--- src/rtl/gps_accum_reader.sv ---
// Wishbone read master that snapshots the correlator accumulator window on each
// accum_int rising edge into a 12-word buffer readable through rd_adr/rd_dat.
module gps_accum_reader #(
  parameter logic [31:0] BASE_ADR = 32'h0000_0000,
  parameter int          TIMEOUT  = 16
) (
  input  logic        correlator_clk,
  input  logic        rstn,
  input  logic        accum_int,
  output logic [31:0] wbm_adr_o,
  input  logic [31:0] wbm_dat_i,
  output logic        wbm_cyc_o,
  output logic        wbm_stb_o,
  output logic        wbm_we_o,
  output logic [3:0]  wbm_sel_o,
  input  logic        wbm_ack_i,
  input  logic [3:0]  rd_adr,
  output logic [31:0] rd_dat,
  output logic        irq,
  input  logic        irq_clr,
  output logic        busy,
  output logic        err,
  output logic [7:0]  overrun_cnt
);
  localparam int         NSTEP     = 12;
  localparam int         CW        = $clog2(TIMEOUT + 1);
  localparam logic [3:0] LAST_STEP = 4'(NSTEP - 1);

  typedef enum logic [2:0] {IDLE, REQ, WAIT_ACK, GAP, DONE} state_t;

  state_t        state_q, state_d;
  logic [3:0]    step_q;
  logic [CW-1:0] cnt_q;
  logic          acc_q;
  logic          acc_rise;
  logic [31:0]   buf_q [16];

  logic          bus_act;
  logic          buf_we;
  logic          step_clr;
  logic          step_inc;
  logic          err_set;
  logic          irq_set;
  logic          timeout_hit;
  logic [3:0]    buf_idx;
  logic [7:0]    word_adr;

  // STATUS/NEW_DATA come first on the bus but live at the top of the buffer
  always_comb begin
    word_adr = 8'({4'h0, step_q}) + 8'd2;
    buf_idx  = step_q - 4'd2;
    case (step_q)
      4'd0: begin word_adr = 8'hE0; buf_idx = 4'd10; end
      4'd1: begin word_adr = 8'hE1; buf_idx = 4'd11; end
      default: ;
    endcase
  end

  assign acc_rise    = accum_int & ~acc_q;
  assign timeout_hit = (cnt_q >= CW'(TIMEOUT - 1));

  always_ff @(posedge correlator_clk) begin
    if (!rstn) state_q <= IDLE;
    else       state_q <= state_d;
  end

  always_comb begin
    state_d  = state_q;
    bus_act  = 1'b0;
    buf_we   = 1'b0;
    step_clr = 1'b0;
    step_inc = 1'b0;
    err_set  = 1'b0;
    irq_set  = 1'b0;
    case (state_q)
      IDLE: begin
        if (acc_rise) begin
          step_clr = 1'b1;
          state_d  = REQ;
        end
      end
      REQ: begin
        bus_act = 1'b1;
        state_d = WAIT_ACK;
      end
      WAIT_ACK: begin
        bus_act = 1'b1;
        if (wbm_ack_i) begin
          buf_we  = 1'b1;
          state_d = GAP;
        end else if (timeout_hit) begin
          err_set = 1'b1;
          state_d = DONE;
        end
      end
      GAP: begin
        // NEW_DATA bit 0 clear means nothing fresh: keep the old I/Q words
        if ((step_q == 4'd1 && !buf_q[11][0]) || step_q == LAST_STEP) begin
          state_d = DONE;
        end else begin
          step_inc = 1'b1;
          state_d  = REQ;
        end
      end
      DONE: begin
        irq_set = 1'b1;
        state_d = IDLE;
      end
      default: state_d = IDLE;
    endcase
  end

  always_ff @(posedge correlator_clk) begin
    if (!rstn) begin
      acc_q       <= 1'b0;
      step_q      <= '0;
      cnt_q       <= '0;
      irq         <= 1'b0;
      err         <= 1'b0;
      overrun_cnt <= '0;
    end else begin
      acc_q <= accum_int;
      if (step_clr)      step_q <= '0;
      else if (step_inc) step_q <= step_q + 4'd1;
      // counter counts stb-high cycles, REQ being the first
      if (state_q == REQ)                          cnt_q <= CW'(1);
      else if (state_q == WAIT_ACK && !timeout_hit) cnt_q <= cnt_q + CW'(1);
      if (irq_set)      irq <= 1'b1;
      else if (irq_clr) irq <= 1'b0;
      if (err_set)                 err <= 1'b1;
      else if (irq_clr && !irq_set) err <= 1'b0;
      if (acc_rise && state_q != IDLE && overrun_cnt != 8'hFF)
        overrun_cnt <= overrun_cnt + 8'd1;
    end
  end

  always_ff @(posedge correlator_clk) begin
    for (int i = 0; i < 16; i++) begin
      if (!rstn)                           buf_q[i] <= '0;
      else if (buf_we && buf_idx == 4'(i)) buf_q[i] <= wbm_dat_i;
    end
  end

  assign wbm_cyc_o = bus_act;
  assign wbm_stb_o = bus_act;
  assign wbm_we_o  = 1'b0;
  assign wbm_sel_o = 4'hF;
  assign wbm_adr_o = bus_act ? BASE_ADR + {22'd0, word_adr, 2'b00} : '0;
  assign busy      = (state_q != IDLE);
  assign rd_dat    = (rd_adr < 4'(NSTEP)) ? buf_q[rd_adr] : '0;

endmodule

--- config.mk ---
export PLATFORM = sky130hd
export DESIGN_NAME = gps_accum_reader
export DESIGN_NICKNAME = d
export VERILOG_FILES = /design/src/rtl/gps_accum_reader.sv
export SDC_FILE = /design/constraint.sdc
export NUM_CORES = 1
export LEC_CHECK = 0
export CORE_UTILIZATION = 45
export CTS_CLUSTER_DIAMETER = 80
export DETAILED_ROUTE_END_ITERATION = 12
export GPL_TIMING_DRIVEN = 0
export SYNTH_ARGS = -nofsm -noshare
export SYNTH_HDL_FRONTEND = slang
export SYNTH_SLANG_ARGS = --single-unit
export TNS_END_PERCENT = 100
--- constraint.sdc ---
create_clock -name correlator_clk -period 5.3 [get_ports correlator_clk]
set_input_delay 0.53 -clock correlator_clk [delete_from_list [all_inputs] [get_ports correlator_clk]]
set_output_delay 0.53 -clock correlator_clk [all_outputs]
set_load 0.02 [all_outputs]
==> impl_metrics.csv <==
group,metric,value,unit
cells_and_area,syn_to_final_growth,19.19,%
global_route,grt_use_total,0.2311,
yosys,synth_top_area_frac,0.6058,
yosys,syn_area,19040,um^2
cells_and_area,finalNetCount,1507,
global_route,grt_pass1_wl,72350,um
global_route,antenna_found_initial,2,
cells_and_area,antennaDiodeCount,0,
detailed_routing,viasPerCell,5.427,
yosys,synth_edf_count,384,
timing,worst_pin_slew,1.151,ns
timing,tns,0,ns
detailed_routing,drt_iter0_drc,951,
yosys,yosys.area.top_type,"edfxtp_1",
worst_setup_path,worstSetupStartpointType,"input pin",
yosys,synth.area.top_cells,"edfxtp_1, and2_1, mux4_2, dfxtp_1, a221o_1",
yosys,ys_ff_latch,407,
cts,cts_max_level,2,
cts,cts_buffer_depth,3,
worst_setup_path,crit_type,"in2out",
detailed_routing,ant_nets,0,
placement,port_buffers,90,
worst_setup_path,cpPeakStageDelay,0.75,ns
timing,fmax,0.2671,GHz
pwr,peakVddDrop,0.0002348,V
timing,rsz0062_at_grt,"no",
yosys,syn-mean-instance-area,14.97,um^2
worst_setup_path,slowest_stage,"clkbuf_1",
timing,finClkSkew,0.02172,ns
detailed_routing,wl_per_cell,24.08,um
yosys,synthTopCellsByCount,"and2_1, edfxtp_1, mux4_2, clkbuf_1, buf_2",
yosys,ys.flop_type,"edfxtp_1",
cts,cts.sinks,407,
cts,cts_tree,"built",
cts,cts_resized,0,
timing,final_hold_viol_count,0,
cts,cts_buffers,45,
global_route,grt_pass1_vias,11330,
die,rows,74,
global_route,grt_max_degree,24,
worst_setup_path,end_kind,"primary output",
cells_and_area,drive_gt1_frac,0.1941,
yosys,ys.warnings.count,0,
cells_and_area,fill_cells,3397,
placement,dp_hpwl,32310,um
pwr,power.density,322.6,nW/um^2
worst_setup_path,rr_worst_depth,8,
pwr,power_leakage,8.418,nW
min_path,min_path_type,"in2reg",
min_path,holdPathStages,3,
die,floorplan.initialDensity,0.4610,
yosys,synth.most_common_cell,"and2_1",
worst_setup_path,cp.arrival,3.21,ns
detailed_routing,route.vias.total,10940,
die,core,41290,um^2
cts,clk_latency,0.57,ns
cts,cts_setup_buffers,0,
yosys,synth.distinct_cells,55,
timing,slew-limit-headroom,0.2326,
yosys,synthArstFlopShare,0,
yosys,synthesis.instances,1272,
worst_setup_path,crit_top_cell,"clkdlybuf4s50_1",
placement,gp_congestion,0.7660,
timing,fin_crit_sh,0.7065,
cells_and_area,regArea,11990,um^2
global_route,grt-ovfl-total,0,
detailed_routing,drc,0,
cts,path_clk_slew,0.05,ns
pwr,fin_total_pwr,7.319,mW
timing,finalCriticalPeriod,3.744,ns
yosys,ys_seq_area_frac,0.6299,
placement,place_inst,1940,
cells_and_area,final_util,0.5494,
cts,hold_buffers,0,
cells_and_area,multiInputGateArea,6504,um^2
die,die-area,43130,um^2
worst_setup_path,crit_fanout,10,
die,die_h,207.7,um
detailed_routing,drt_wl_total,48540,um
status,outcome,"finished clean",
worst_setup_path,crit_chain,"clkdlybuf4s50_1 > nor2_1 > clkbuf_1 > a221o_1 > clkdlybuf4s50_1",
detailed_routing,dr.pass1.iters,7,
cts,ctsRootBufferMaster,"clkbuf_16",
run,cap_violations,0,
die,pin_count,123,
timing,drv_slew,0,
worst_setup_path,r2r_slack,2.12,ns
cells_and_area,final_cells,2016,
timing,setup_viol,0,
die,chipWidth,207.7,um
worst_setup_path,worst-endpoint-required,4.77,ns
## registers in the layout (all words and copies together) (netlist names)
name and count:
irq 1, err 1, cnt_q 5, step_q 4, state_q 3, overrun_cnt 8
acc_q 1, buf_q 384
## metrics by stage
| step | setup WS [ns] | cell area [um^2] | hold WS (ns) |
|---|---|---|---|
| finish | 1.556 | 22690 | 0.3732 |
| floorplan | 1.040 | 19140 | 0.4510 |
| global route | 1.448 | 22690 | 0.3911 |
| global placement | -2.472 | 20700 | 0.4608 |
| CTS | 1.574 | 22690 | 0.3495 |
| detailed placement | 1.605 | 21320 | 0.4700 |
## logic make-up after synthesis
kind of cell | share of synthesized area
AOI/OAI and AO/OA | 0.03372
xor gates and xnor gates | 0.002301
adders and majority gates | 0.007230
buffers and inverters | 0.04082
DFF | 0.6299
muxes | 0.1152
other | 0.0003945
and+or+nand+nor | 0.1704
## per-layer routing
layer / GRT usage / share of wire / wire length [um]
met2: 0.3831 / 0.49 / 23710
met3: 0.04463 / 0.064 / 3114
met1: 0.3047 / 0.42 / 20260
met4: 0.08148 / 0.030 / 1456
met5: 0 / 0 / 0
## critical path, delay by kind of cell
kind / cells / cell delay, ns
AO/OA/AOI/OAI: 1 / 0.35
buffers and inverters: 3 / 1.83
AND/OR/NAND/NOR: 1 / 0.51
## layout by cell type (no fill, tap or decap), types with 7 or more instances in the layout
cell,synthesis,layout
buf_16,0,14
edfxtp_1,384,384
ha_1,11,11
buf_2,48,48
clkbuf_1,53,69
nor2b_1,35,35
nand2_1,19,19
clkbuf_16,0,46
nor2_1,19,19
nor3_4,8,8
clkdlybuf4s50_1,0,90
buf_4,34,34
a221o_1,32,32
conb_1,2,29
o21ai_0,20,8
a21oi_1,15,15
and2_1,389,389
o21ai_4,0,12
inv_1,7,7
dfxtp_1,23,23
mux4_2,96,96
## worst paths after layout
| check | endpoint | from |
|---|---|---|
| worst max-delay path | rd_dat[11] | rd_adr[2] |
| worst min register to register | irq | irq |
| worst min-delay path | overrun_cnt[7] | rstn |
| worst max register to register | buf_q[3][27] | step_q[1] |
## area by class of cell
class,instances,share of cell area
multi-input cells,743,0.2867
well taps,532,0.02934
repair buffers,109,0.06110
clock inverters,14,0.006728
flip-flops and latches,407,0.5285
plain buffers,140,0.03276
inverters,9,0.001489
clock buffers,62,0.05338
## report_power, final
group          switching (mW)  leakage (nW)  internal [mW]
clock network            1.25         0.659           1.73
registers              0.0309          4.15           3.62
logic                   0.382          3.61          0.308
No activity file was read; power rests on OpenSTA's default activity.
